`src/rtl/demux1to2_32bit_buffered_pkg.sv`:
```
// Shared constants and FIFO occupancy helpers for the 1:2 buffered demux.
// Used by fifo_32bit_sync and demux1to2_32bit_buffered.
package demux1to2_32bit_buffered_pkg;

    localparam int unsigned DEF_WIDTH = 32;
    localparam int unsigned DEF_DEPTH = 2;

    localparam logic SEL_OUT1 = 1'b0;
    localparam logic SEL_OUT2 = 1'b1;

    typedef enum logic [1:0] {
        FifoEmpty,
        FifoPartial,
        FifoFull
    } fifo_state_e;

    function automatic fifo_state_e fifo_state(input int unsigned count, input int unsigned depth);
        if (count == 0) begin
            return FifoEmpty;
        end else if (count >= depth) begin
            return FifoFull;
        end
        return FifoPartial;
    endfunction

endpackage

```
`src/rtl/fifo_32bit_sync.sv`:
```
// Small synchronous FIFO with a registered head word; one per demux output.
// The head keeps showing the last popped word while the FIFO is empty.
module fifo_32bit_sync
    import demux1to2_32bit_buffered_pkg::*;
#(
    parameter int unsigned WIDTH = DEF_WIDTH,
    parameter int unsigned DEPTH = DEF_DEPTH
) (
    input  logic             CLK,
    input  logic             RESET,
    input  logic             push,
    input  logic [WIDTH-1:0] push_data,
    input  logic             pop,
    output logic             full,
    output logic             empty,
    output logic [WIDTH-1:0] head
);

    localparam int unsigned PW = $clog2(DEPTH);
    localparam int unsigned CW = PW + 1;

    logic [WIDTH-1:0] mem_q [DEPTH];
    logic [PW-1:0]    wr_ptr_q;
    logic [PW-1:0]    rd_ptr_q;
    logic [PW-1:0]    head_ptr;
    logic [CW-1:0]    count_q;
    fifo_state_e      state;
    logic             do_push;
    logic             do_pop;

    always_comb begin
        state = fifo_state(32'(count_q), DEPTH);
    end

    assign full    = (state == FifoFull);
    assign empty   = (state == FifoEmpty);
    assign do_push = push & ~full;
    assign do_pop  = pop & ~empty;

    // When empty, the slot behind rd_ptr still holds the last popped word.
    assign head_ptr = empty ? (rd_ptr_q - PW'(1)) : rd_ptr_q;
    assign head     = mem_q[head_ptr];

    always_ff @(posedge CLK or negedge RESET) begin
        if (!RESET) begin
            wr_ptr_q <= '0;
            rd_ptr_q <= '0;
            count_q  <= '0;
            for (int i = 0; i < DEPTH; i++) begin
                mem_q[i] <= '0;
            end
        end else begin
            if (do_push) begin
                mem_q[wr_ptr_q] <= push_data;
                wr_ptr_q        <= wr_ptr_q + PW'(1);
            end
            if (do_pop) begin
                rd_ptr_q <= rd_ptr_q + PW'(1);
            end
            if (do_push && !do_pop) begin
                count_q <= count_q + CW'(1);
            end else if (do_pop && !do_push) begin
                count_q <= count_q - CW'(1);
            end
        end
    end

endmodule

```
`src/rtl/demux1to2_32bit_buffered.sv`:
```
// Routes one valid/ready stream to OUT1 or OUT2 by SELECT, each output buffered by a FIFO.
// Define DEMUX1TO2_COUNT_EN to add pop counters (COUNT1/COUNT2) and a stall counter (STALL_CNT).
module demux1to2_32bit_buffered
    import demux1to2_32bit_buffered_pkg::*;
#(
    parameter int unsigned WIDTH = DEF_WIDTH,
    parameter int unsigned DEPTH = DEF_DEPTH
) (
    input  logic             CLK,
    input  logic             RESET,
    input  logic [WIDTH-1:0] INPUT,
    input  logic             SELECT,
    input  logic             IN_VALID,
    output logic             IN_READY,
    output logic [WIDTH-1:0] RESULT1,
    output logic             VALID1,
    input  logic             READY1,
    output logic [WIDTH-1:0] RESULT2,
    output logic             VALID2,
    input  logic             READY2
`ifdef DEMUX1TO2_COUNT_EN
    ,
    output logic [31:0]      COUNT1,
    output logic [31:0]      COUNT2,
    output logic [31:0]      STALL_CNT
`endif
);

    logic full1, empty1, full2, empty2;
    logic sel_full;
    logic accept, push1, push2, pop1, pop2;
    logic out_of_reset_q;

    // Keeps IN_READY low while RESET is asserted without feeding RESET into the datapath.
    always_ff @(posedge CLK or negedge RESET) begin
        if (!RESET) begin
            out_of_reset_q <= 1'b0;
        end else begin
            out_of_reset_q <= 1'b1;
        end
    end

    assign sel_full = (SELECT == SEL_OUT2) ? full2 : full1;
    assign IN_READY = out_of_reset_q & ~sel_full;
    assign accept   = IN_VALID & IN_READY;
    assign push1    = accept & (SELECT == SEL_OUT1);
    assign push2    = accept & (SELECT == SEL_OUT2);
    assign VALID1   = ~empty1;
    assign VALID2   = ~empty2;
    assign pop1     = VALID1 & READY1;
    assign pop2     = VALID2 & READY2;

    fifo_32bit_sync #(
        .WIDTH(WIDTH),
        .DEPTH(DEPTH)
    ) u_fifo1 (
        .CLK      (CLK),
        .RESET    (RESET),
        .push     (push1),
        .push_data(INPUT),
        .pop      (pop1),
        .full     (full1),
        .empty    (empty1),
        .head     (RESULT1)
    );

    fifo_32bit_sync #(
        .WIDTH(WIDTH),
        .DEPTH(DEPTH)
    ) u_fifo2 (
        .CLK      (CLK),
        .RESET    (RESET),
        .push     (push2),
        .push_data(INPUT),
        .pop      (pop2),
        .full     (full2),
        .empty    (empty2),
        .head     (RESULT2)
    );

`ifdef DEMUX1TO2_COUNT_EN
    logic [31:0] count1_q, count2_q, stall_q;

    always_ff @(posedge CLK or negedge RESET) begin
        if (!RESET) begin
            count1_q <= '0;
            count2_q <= '0;
            stall_q  <= '0;
        end else begin
            if (pop1) begin
                count1_q <= count1_q + 32'd1;
            end
            if (pop2) begin
                count2_q <= count2_q + 32'd1;
            end
            if (IN_VALID && !IN_READY) begin
                stall_q <= stall_q + 32'd1;
            end
        end
    end

    assign COUNT1    = count1_q;
    assign COUNT2    = count2_q;
    assign STALL_CNT = stall_q;
`endif

endmodule

```
`config.mk`:
```
export PLATFORM = sky130hd
export DESIGN_NAME = demux1to2_32bit_buffered
export DESIGN_NICKNAME = d
export VERILOG_FILES = /design/src/rtl/demux1to2_32bit_buffered_pkg.sv /design/src/rtl/fifo_32bit_sync.sv /design/src/rtl/demux1to2_32bit_buffered.sv
export SDC_FILE = /design/constraint.sdc
export NUM_CORES = 1
export LEC_CHECK = 0
export BUFFER_PORTS_ARGS = -buffer_cell sky130_fd_sc_hd__buf_2
export CAP_MARGIN = 10
export CORE_ASPECT_RATIO = 0.8
export CORE_UTILIZATION = 45
export DETAILED_ROUTE_END_ITERATION = 10
export PLACE_DENSITY = 0.72
export RECOVER_POWER = 50
export SETUP_SLACK_MARGIN = 0.1
export SLEW_MARGIN = 20
export SYNTH_ARGS = -nofsm -noshare
export SYNTH_HDL_FRONTEND = slang
export SYNTH_HIERARCHICAL = 1
export SYNTH_SLANG_ARGS = --single-unit
```
`constraint.sdc`:
```
create_clock -name CLK -period 2.4 [get_ports CLK]
set_clock_uncertainty 0.05 [all_clocks]
set_input_delay 0.36 -clock CLK [delete_from_list [all_inputs] [get_ports CLK]]
set_output_delay 0.36 -clock CLK [all_outputs]
set_load 0.02 [all_outputs]
```
Word-level counts from Yosys, hierarchy flattened
Cells that the tools add are included.

Magnitude comparators: 8. Eq/ne operators: 2. $add $sub $neg: 10. Reduce and logical (&&, ||, !) cells: 16. Shifts and indexed selects: 0. Muxes and demuxes: 29. Divide/modulo/power cells: 0. Bitwise operators: 20. $mul: 0.

Operators with widths (number): 2-to-1 mux 32 bit (8); bitwise mux 64 bit (2); demux 32 bit (select 1 bit) (2); 2-to-1 mux 2 bit (10); greater-or-equal comparator 2 bit (second input constant) (6); AND 1 bit (10); zero test 2 bit (4); inverter 1 -> 2 bit (4); 2-to-1 mux 1 bit (7); logical AND 1 bit (6); inverter 1 bit (6); adder 1 bit (second input constant) (4); adder 2 x 1 -> 2 bit (second input constant) (2); equality test 2 bit (second input constant) (2); zero test 1 bit (4); < comparator 2 x 1 -> 1 bit (second input constant) (2); nonzero test 2 bit (2); subtractor 2 x 1 -> 2 bit (second input constant) (2); subtractor 1 bit (second input constant) (2).

Bits in writable memories: 0. Input port bits: 38. Word-level logic and storage cells: 96. Register bits: 137. Output and inout bits: 67. Bits in read-only memories: 0. Bits in latches: 0. Memories: 0.

Longest topological paths before layout
Depth in word-level cells: 15. Depth in mapped cells: 7. Depth with buffers taken out: 7.

Cells and area by module
Netlist, hierarchy kept.

Modules (own cells, without submodules): fifo_32bit_sync (cells an instance 188, area each 3166.8 µm², seq. area each 1701.6 µm², times used 2); demux1to2_32bit_buffered (cells an instance 11, area each 81.3 µm², seq. area each 25.0 µm², times used 1).

Worst setup path before layout
OpenSTA, ideal clock, no wires.

Kind: register to register. Start: register u_fifo2.count_q[1]. End: register u_fifo2/mem_q[33] (netlist bit). Arrival: 1.790 ns. Path buffers: 3. Data required time: 2.225 ns. Path slack: 0.435 ns. Cell stages (with the launch flop): 8. Clock period less this slack: 1.965 ns. Library setup time: 0.125 ns. Path through: dfrtp_1 -> dlygate4sd1_1 -> nor3b_1 -> nor2b_4 -> nor2b_4 -> buf_6 -> buf_12 -> mux2_4.

Word-level cells in the longest chain between the ends: 11. Elaborated cells on any way between the ends: 14. Those cells by class: order compare: 1; eq/ne: 1; mux: 5; bitwise: 6; reduce/logical: 1.

Ends and longest elaborated chain: start: declaration (line fifo_32bit_sync.sv:26) `logic [CW-1:0] count_q;`; start signal: assignment (line fifo_32bit_sync.sv:61) `count_q <= count_q + CW'(1);`; start signal: assignment (line fifo_32bit_sync.sv:63) `count_q <= count_q - CW'(1);`; greater-or-equal comparator 2 bit (line demux1to2_32bit_buffered_pkg.sv:20) `end else if (count >= depth) begin`; 2-to-1 mux 1 bit (line demux1to2_32bit_buffered_pkg.sv:20); 2-to-1 mux 1 bit (line demux1to2_32bit_buffered_pkg.sv:18) `if (count == 0) begin`; 2-to-1 mux 2 bit * (line demux1to2_32bit_buffered_pkg.sv:23) `return FifoPartial;`; equality test 2 bit * (line fifo_32bit_sync.sv:35) `assign full = (state == FifoFull);`; via full2 (line demux1to2_32bit_buffered.sv:29) `logic full1, empty1, full2, empty2;`; 2-to-1 mux 1 bit * (line demux1to2_32bit_buffered.sv:43) `assign sel_full = (SELECT == SEL_OUT2) ? full2 : full1;`; inverter 1 bit * (line demux1to2_32bit_buffered.sv:44) `assign IN_READY = out_of_reset_q & ~sel_full;`; AND 1 bit * (line demux1to2_32bit_buffered.sv:44); AND 1 bit * (line demux1to2_32bit_buffered.sv:45) `assign accept = IN_VALID & IN_READY;`; AND 1 bit * (line demux1to2_32bit_buffered.sv:47) `assign push2 = accept & (SELECT == SEL_OUT2);`; via push2 (line demux1to2_32bit_buffered.sv:31) `logic accept, push1, push2, pop1, pop2;`; AND 1 bit * (line fifo_32bit_sync.sv:37) `assign do_push = push & ~full;`; via u_fifo2.do_push (line fifo_32bit_sync.sv:28) `logic do_push;`; end signal: indexed assignment (line fifo_32bit_sync.sv:54) `mem_q[wr_ptr_q] <= push_data;`; end: declaration (line fifo_32bit_sync.sv:22) `logic [WIDTH-1:0] mem_q [DEPTH];`.

The timed path passes the listed nets; every way through them passes the cells marked *. A chain may end at the register's enable or synchronous reset.

Final worst setup path
Start: register u_fifo1.count_q[1]. End: output port RESULT1[16].

Word-level cells in the longest chain between the ends: 10. Elaborated cells on any way between the ends: 12. Those cells by class: order compare: 1; mux: 8; bitwise: 1; reduce/logical: 2.

Ends and longest elaborated chain: start: declaration (line fifo_32bit_sync.sv:26); start signal: assignment (line fifo_32bit_sync.sv:61); start signal: assignment (line fifo_32bit_sync.sv:63); greater-or-equal comparator 2 bit (line demux1to2_32bit_buffered_pkg.sv:20); 2-to-1 mux 1 bit (line demux1to2_32bit_buffered_pkg.sv:20); 2-to-1 mux 1 bit (line demux1to2_32bit_buffered_pkg.sv:18); 2-to-1 mux 2 bit * (line demux1to2_32bit_buffered_pkg.sv:23); zero test 2 bit * (line fifo_32bit_sync.sv:36) `assign empty = (state == FifoEmpty);`; via empty1 (line demux1to2_32bit_buffered.sv:29); 2-to-1 mux 1 bit * (line fifo_32bit_sync.sv:41) `assign head_ptr = empty ? (rd_ptr_q - PW'(1)) : rd_ptr_q;`; inverter 1 -> 2 bit (not written as such) * (line fifo_32bit_sync.sv:42) `assign head = mem_q[head_ptr];`; 2-to-1 mux 32 bit (not written as such) * (3 in a row) (line fifo_32bit_sync.sv:42); end: declaration (line demux1to2_32bit_buffered.sv:15) `output logic [WIDTH-1:0] RESULT1,`.

The timed path passes the listed nets; every way through them passes the cells marked *. The select of a mux whose other input is x is not followed.

==> flow_results.xml <==
<?xml version="1.0" encoding="UTF-8"?>
<metrics>
  <group name="outcome">
    <metric name="run_status" unit="">complete, no violations</metric>
  </group>
  <group name="worst_setup_path">
    <metric name="worstSetupStartpointType" unit="">flip-flop</metric>
    <metric name="cp-end-kind" unit="">output port</metric>
    <metric name="critical_path.max_stage_delay" unit="ps">430</metric>
    <metric name="worst_path_buffer_plus_inverter_count" unit="">2</metric>
    <metric name="crit_chain" unit="">nor2_4 -&gt; xnor2_4 -&gt; buf_12 -&gt; mux2_2 -&gt; buf_2</metric>
    <metric name="worst-setup-path-type" unit="">flip-flop to output port</metric>
    <metric name="cpLargestDelayFamily" unit="">flip-flops</metric>
    <metric name="worstPathMaxFanout" unit="">18</metric>
    <metric name="cell_with_the_biggest_individual_delay_on_the_critical_path" unit="">dfrtp_2</metric>
    <metric name="arrival" unit="ps">1970</metric>
    <metric name="cp.required" unit="ps">1990</metric>
  </group>
  <group name="finish">
    <metric name="final.fill_count" unit="">1036</metric>
    <metric name="layout_cells_sized_above_1" unit="%">68.6</metric>
    <metric name="final_core_util" unit="%">59.8</metric>
    <metric name="flow.area_growth_from_synthesis" unit="%">28.2</metric>
    <metric name="final_nets" unit="">553</metric>
    <metric name="final-instance-count-excl-fill" unit="">706</metric>
  </group>
  <group name="detailed_routing">
    <metric name="antenna_violating_nets_post_route" unit="">0</metric>
    <metric name="drt_pre_antenna_iters" unit="">4</metric>
    <metric name="detail_route.vias_per_cell" unit="">5.12</metric>
    <metric name="dr_total_vias" unit="">3615</metric>
    <metric name="drt_drc_violations_left" unit="">0</metric>
    <metric name="wl" unit="mm">13.4</metric>
    <metric name="drt_iter0_markers" unit="">178</metric>
    <metric name="avgRoutedWirePerCell" unit="µm">19.0</metric>
  </group>
  <group name="placement">
    <metric name="placement.io_buffers" unit="">104</metric>
    <metric name="dpl.cell_count" unit="">662</metric>
    <metric name="gp_routability_congestion" unit="">0.787</metric>
    <metric name="hpwl" unit="mm">8.28</metric>
  </group>
  <group name="logic_synthesis">
    <metric name="synthesis_warning_total" unit="">6</metric>
    <metric name="synth_cell_type_count" unit="">24</metric>
    <metric name="synth-seq-area-share" unit="%">53.4</metric>
    <metric name="synth_async_sr_flop_share" unit="%">100</metric>
    <metric name="netlist_area" unit="µm²">6410</metric>
    <metric name="syn_nets" unit="">427</metric>
    <metric name="synthCells" unit="">387</metric>
    <metric name="number_of_flops_mapped_to_enable_cells_by_yosys" unit="">0</metric>
    <metric name="seq_cells_post_synth" unit="">137</metric>
    <metric name="post_synth_top_flop" unit="">dfrtp_1</metric>
    <metric name="syn_avg_cell_area" unit="µm²">16.6</metric>
  </group>
  <group name="sta">
    <metric name="final-max-slew-violation-count" unit="">0</metric>
    <metric name="rsz0062_at_grt" unit="">true</metric>
    <metric name="worst_slew_pin_slew" unit="ps">991</metric>
    <metric name="min_period_over_period" unit="%">99.0</metric>
    <metric name="timing.final.hold_violations" unit="">0</metric>
    <metric name="timing.fmax" unit="MHz">421</metric>
    <metric name="remaining_max_slew_budget_at_the_tightest_pin" unit="%">33.9</metric>
    <metric name="setup_viol_count_final" unit="">0</metric>
    <metric name="finalWorstPathRequiredPeriod" unit="ps">2380</metric>
    <metric name="finalHoldWorstSlack" unit="ps">176</metric>
  </group>
  <group name="global_route">
    <metric name="grt_usage" unit="%">19.5</metric>
    <metric name="first_global_vias" unit="">3984</metric>
    <metric name="global_route.usage.met1" unit="%">25.6</metric>
    <metric name="globalRoute.busiestLayer" unit="">met2</metric>
    <metric name="global_route_wire_length_before_repair" unit="mm">21.6</metric>
    <metric name="use_met3" unit="%">5.67</metric>
    <metric name="grt_overflow" unit="">0</metric>
    <metric name="pin_count_of_the_biggest_net_entering_global_routing" unit="">74</metric>
    <metric name="grt_antenna_before_repair" unit="">0</metric>
    <metric name="globalRouteMet2Util" unit="%">31.7</metric>
  </group>
  <group name="clock_network">
    <metric name="worst_setup_hold_path_clk_slew" unit="ps">60</metric>
    <metric name="cts.root.buffer_cell" unit="">clkbuf_16</metric>
    <metric name="numClockSinks" unit="">137</metric>
    <metric name="max-clock-path-buffers" unit="">2</metric>
    <metric name="cts_tree" unit="">done</metric>
    <metric name="worstSkewPairLatency" unit="ps">410</metric>
    <metric name="tritoncts.num_buffers" unit="">17</metric>
    <metric name="cts_htree_levels" unit="">4</metric>
  </group>
  <group name="job">
    <metric name="count_of_maximum_capacitance_violations" unit="">0</metric>
  </group>
  <group name="die">
    <metric name="io_pins" unit="">105</metric>
    <metric name="die_h" unit="µm">109</metric>
    <metric name="start_util" unit="%">46.7</metric>
    <metric name="design.die.area" unit="µm²">14700</metric>
    <metric name="die_w" unit="µm">135</metric>
    <metric name="rows" unit="">38</metric>
    <metric name="area_of_the_placeable_core" unit="µm²">13700</metric>
  </group>
  <group name="power">
    <metric name="netSwitchingFraction" unit="%">34.3</metric>
    <metric name="combPwrFrac" unit="%">54.0</metric>
    <metric name="p_int" unit="W">0.00960</metric>
    <metric name="leakage" unit="nW">3.99</metric>
    <metric name="power.net_switching" unit="W">0.00501</metric>
    <metric name="p_per_area" unit="nW/µm²">1780</metric>
    <metric name="totalPowerFinal" unit="W">0.0146</metric>
    <metric name="p_clk_share" unit="%">19.1</metric>
    <metric name="seq_power_share" unit="%">26.9</metric>
    <metric name="irDropWorstVdd" unit="µV">1030</metric>
  </group>
  <group name="hold_path">
    <metric name="hold_class" unit="">input port to flip-flop</metric>
  </group>
</metrics>
## Yosys cell counts (3+ instances only)
cell type	n	area [µm²]
buf_4	6	45.0
nor2b_4	4	55.1
mux2_4	60	901
mux2_1	10	113
buf_6	8	90.1
xor2_1	6	52.6
buf_12	6	120
nand2_1	3	11.3
mux2_2	122	1370
xnor2_1	4	35.0
dfrtp_1	137	3430
## cell usage in the layout (no fill, tap or decap), drive strengths merged
| cell type | n |
|---|---|
| dfrtp | 137 |
| ha | 2 |
| clkinv | 5 |
| o21ai | 2 |
| dlygate4sd3 | 1 |
| nand2 | 3 |
| conb | 1 |
| buf | 126 |
| nor2b | 6 |
| xnor2 | 6 |
| diode | 1 |
| mux2 | 192 |
| nor2 | 4 |
| nor3 | 1 |
| and2 | 1 |
| clkinvlp | 1 |
| inv | 3 |
| nor3b | 1 |
| xor2 | 6 |
| bufinv | 4 |
| mux2i | 1 |
| clkbuf | 22 |
## kinds of logic after synthesis
kind of cell    after synthesis  synth area share, %
simple gates                 16                 1.99
fa+ha+maj                     2                0.390
xor+xnor                     12                 2.22
other cells                   1               0.0585
buf+inv                      24                 4.37
compound gates                2                0.156
flops                       137                 53.4
mux                         193                 37.4
## metal layers
layer	wire length, µm	up-vias
li1	-	1620
met1	6150	1905
met2	6650	77
met3	515	13
met4	129	0
met5	0	-
## sequential cells by signal, indices dropped and copies added (netlist names)
register and flops:
u_fifo2/mem_q 64, u_fifo2/wr_ptr_q 1, u_fifo1/mem_q 64, u_fifo1/rd_ptr_q 1
u_fifo1/count_q 2, u_fifo2/rd_ptr_q 1, u_fifo2/count_q 2, u_fifo1/wr_ptr_q 1
out_of_reset_q 1
## final cells by class
| cell class | count | area (µm²) | share of cell area [%] |
|---|---|---|---|
| timing repair buffer | 129 | 1100 | 13.4 |
| multi-input combinational | 226 | 2820 | 34.3 |
| antenna | 1 | 2.50 | 0.0304 |
| clock buffer | 20 | 467 | 5.68 |
| inverter | 2 | 7.51 | 0.0913 |
| sequential | 137 | 3430 | 41.8 |
| tap | 180 | 225 | 2.74 |
| clock inverter | 11 | 169 | 2.05 |
## final timing paths
check	slack (ps)	endpoint	cells after the start	from
hold reg to reg	450	u_fifo1/mem_q[0]	1	u_fifo1/mem_q[0]
max in group asynchronous	610	u_fifo1/count_q[1]	3	RESET
min in group asynchronous	330	u_fifo1/mem_q[31]	2	RESET
setup / recovery	20	RESULT1[16]	5	u_fifo1/count_q[1]
hold / removal	180	u_fifo1/mem_q[20]	2	INPUT[20]
setup reg to reg	340	u_fifo2/mem_q[63]	6	u_fifo2/count_q[1]
## power by group through the flow
stage | registers, W | logic, W | clock network (W)
finish | 0.00393 | 0.00789 | 0.00278
global route | 0.00405 | 0.00832 | 0.00295
CTS | 0.00391 | 0.00708 | 0.00283
detailed placement | 0.00396 | 0.00601 | 0
global placement | 0.00389 | 0.00587 | 0
floorplan | 0.00375 | 0.00459 | 0
## per-stage QoR
| step | area, µm² | worst slack, ps | TNS [ps] |
|---|---|---|---|
| finish | 8220 | 24.7 | 0 |
| global route | 8220 | -44.6 | -521 |
| CTS | 7970 | 22.8 | 0 |
| detailed placement | 7060 | 303 | 0 |
| global placement | 7060 | 327 | 0 |
| floorplan | 6410 | 435 | 0 |
## repair_timing
action / CTS / global route
gates cloned: 2 / 0
setup endpoints to repair: 64 / 64
hold buffers: 1 / 0
gates resized for setup: 41 / 80
pin swaps: 1 / 3
hold endpoints to repair: 29 / 0
buffers inserted: 8 / 1
Note: power is estimated with default switching activity, not from simulation.
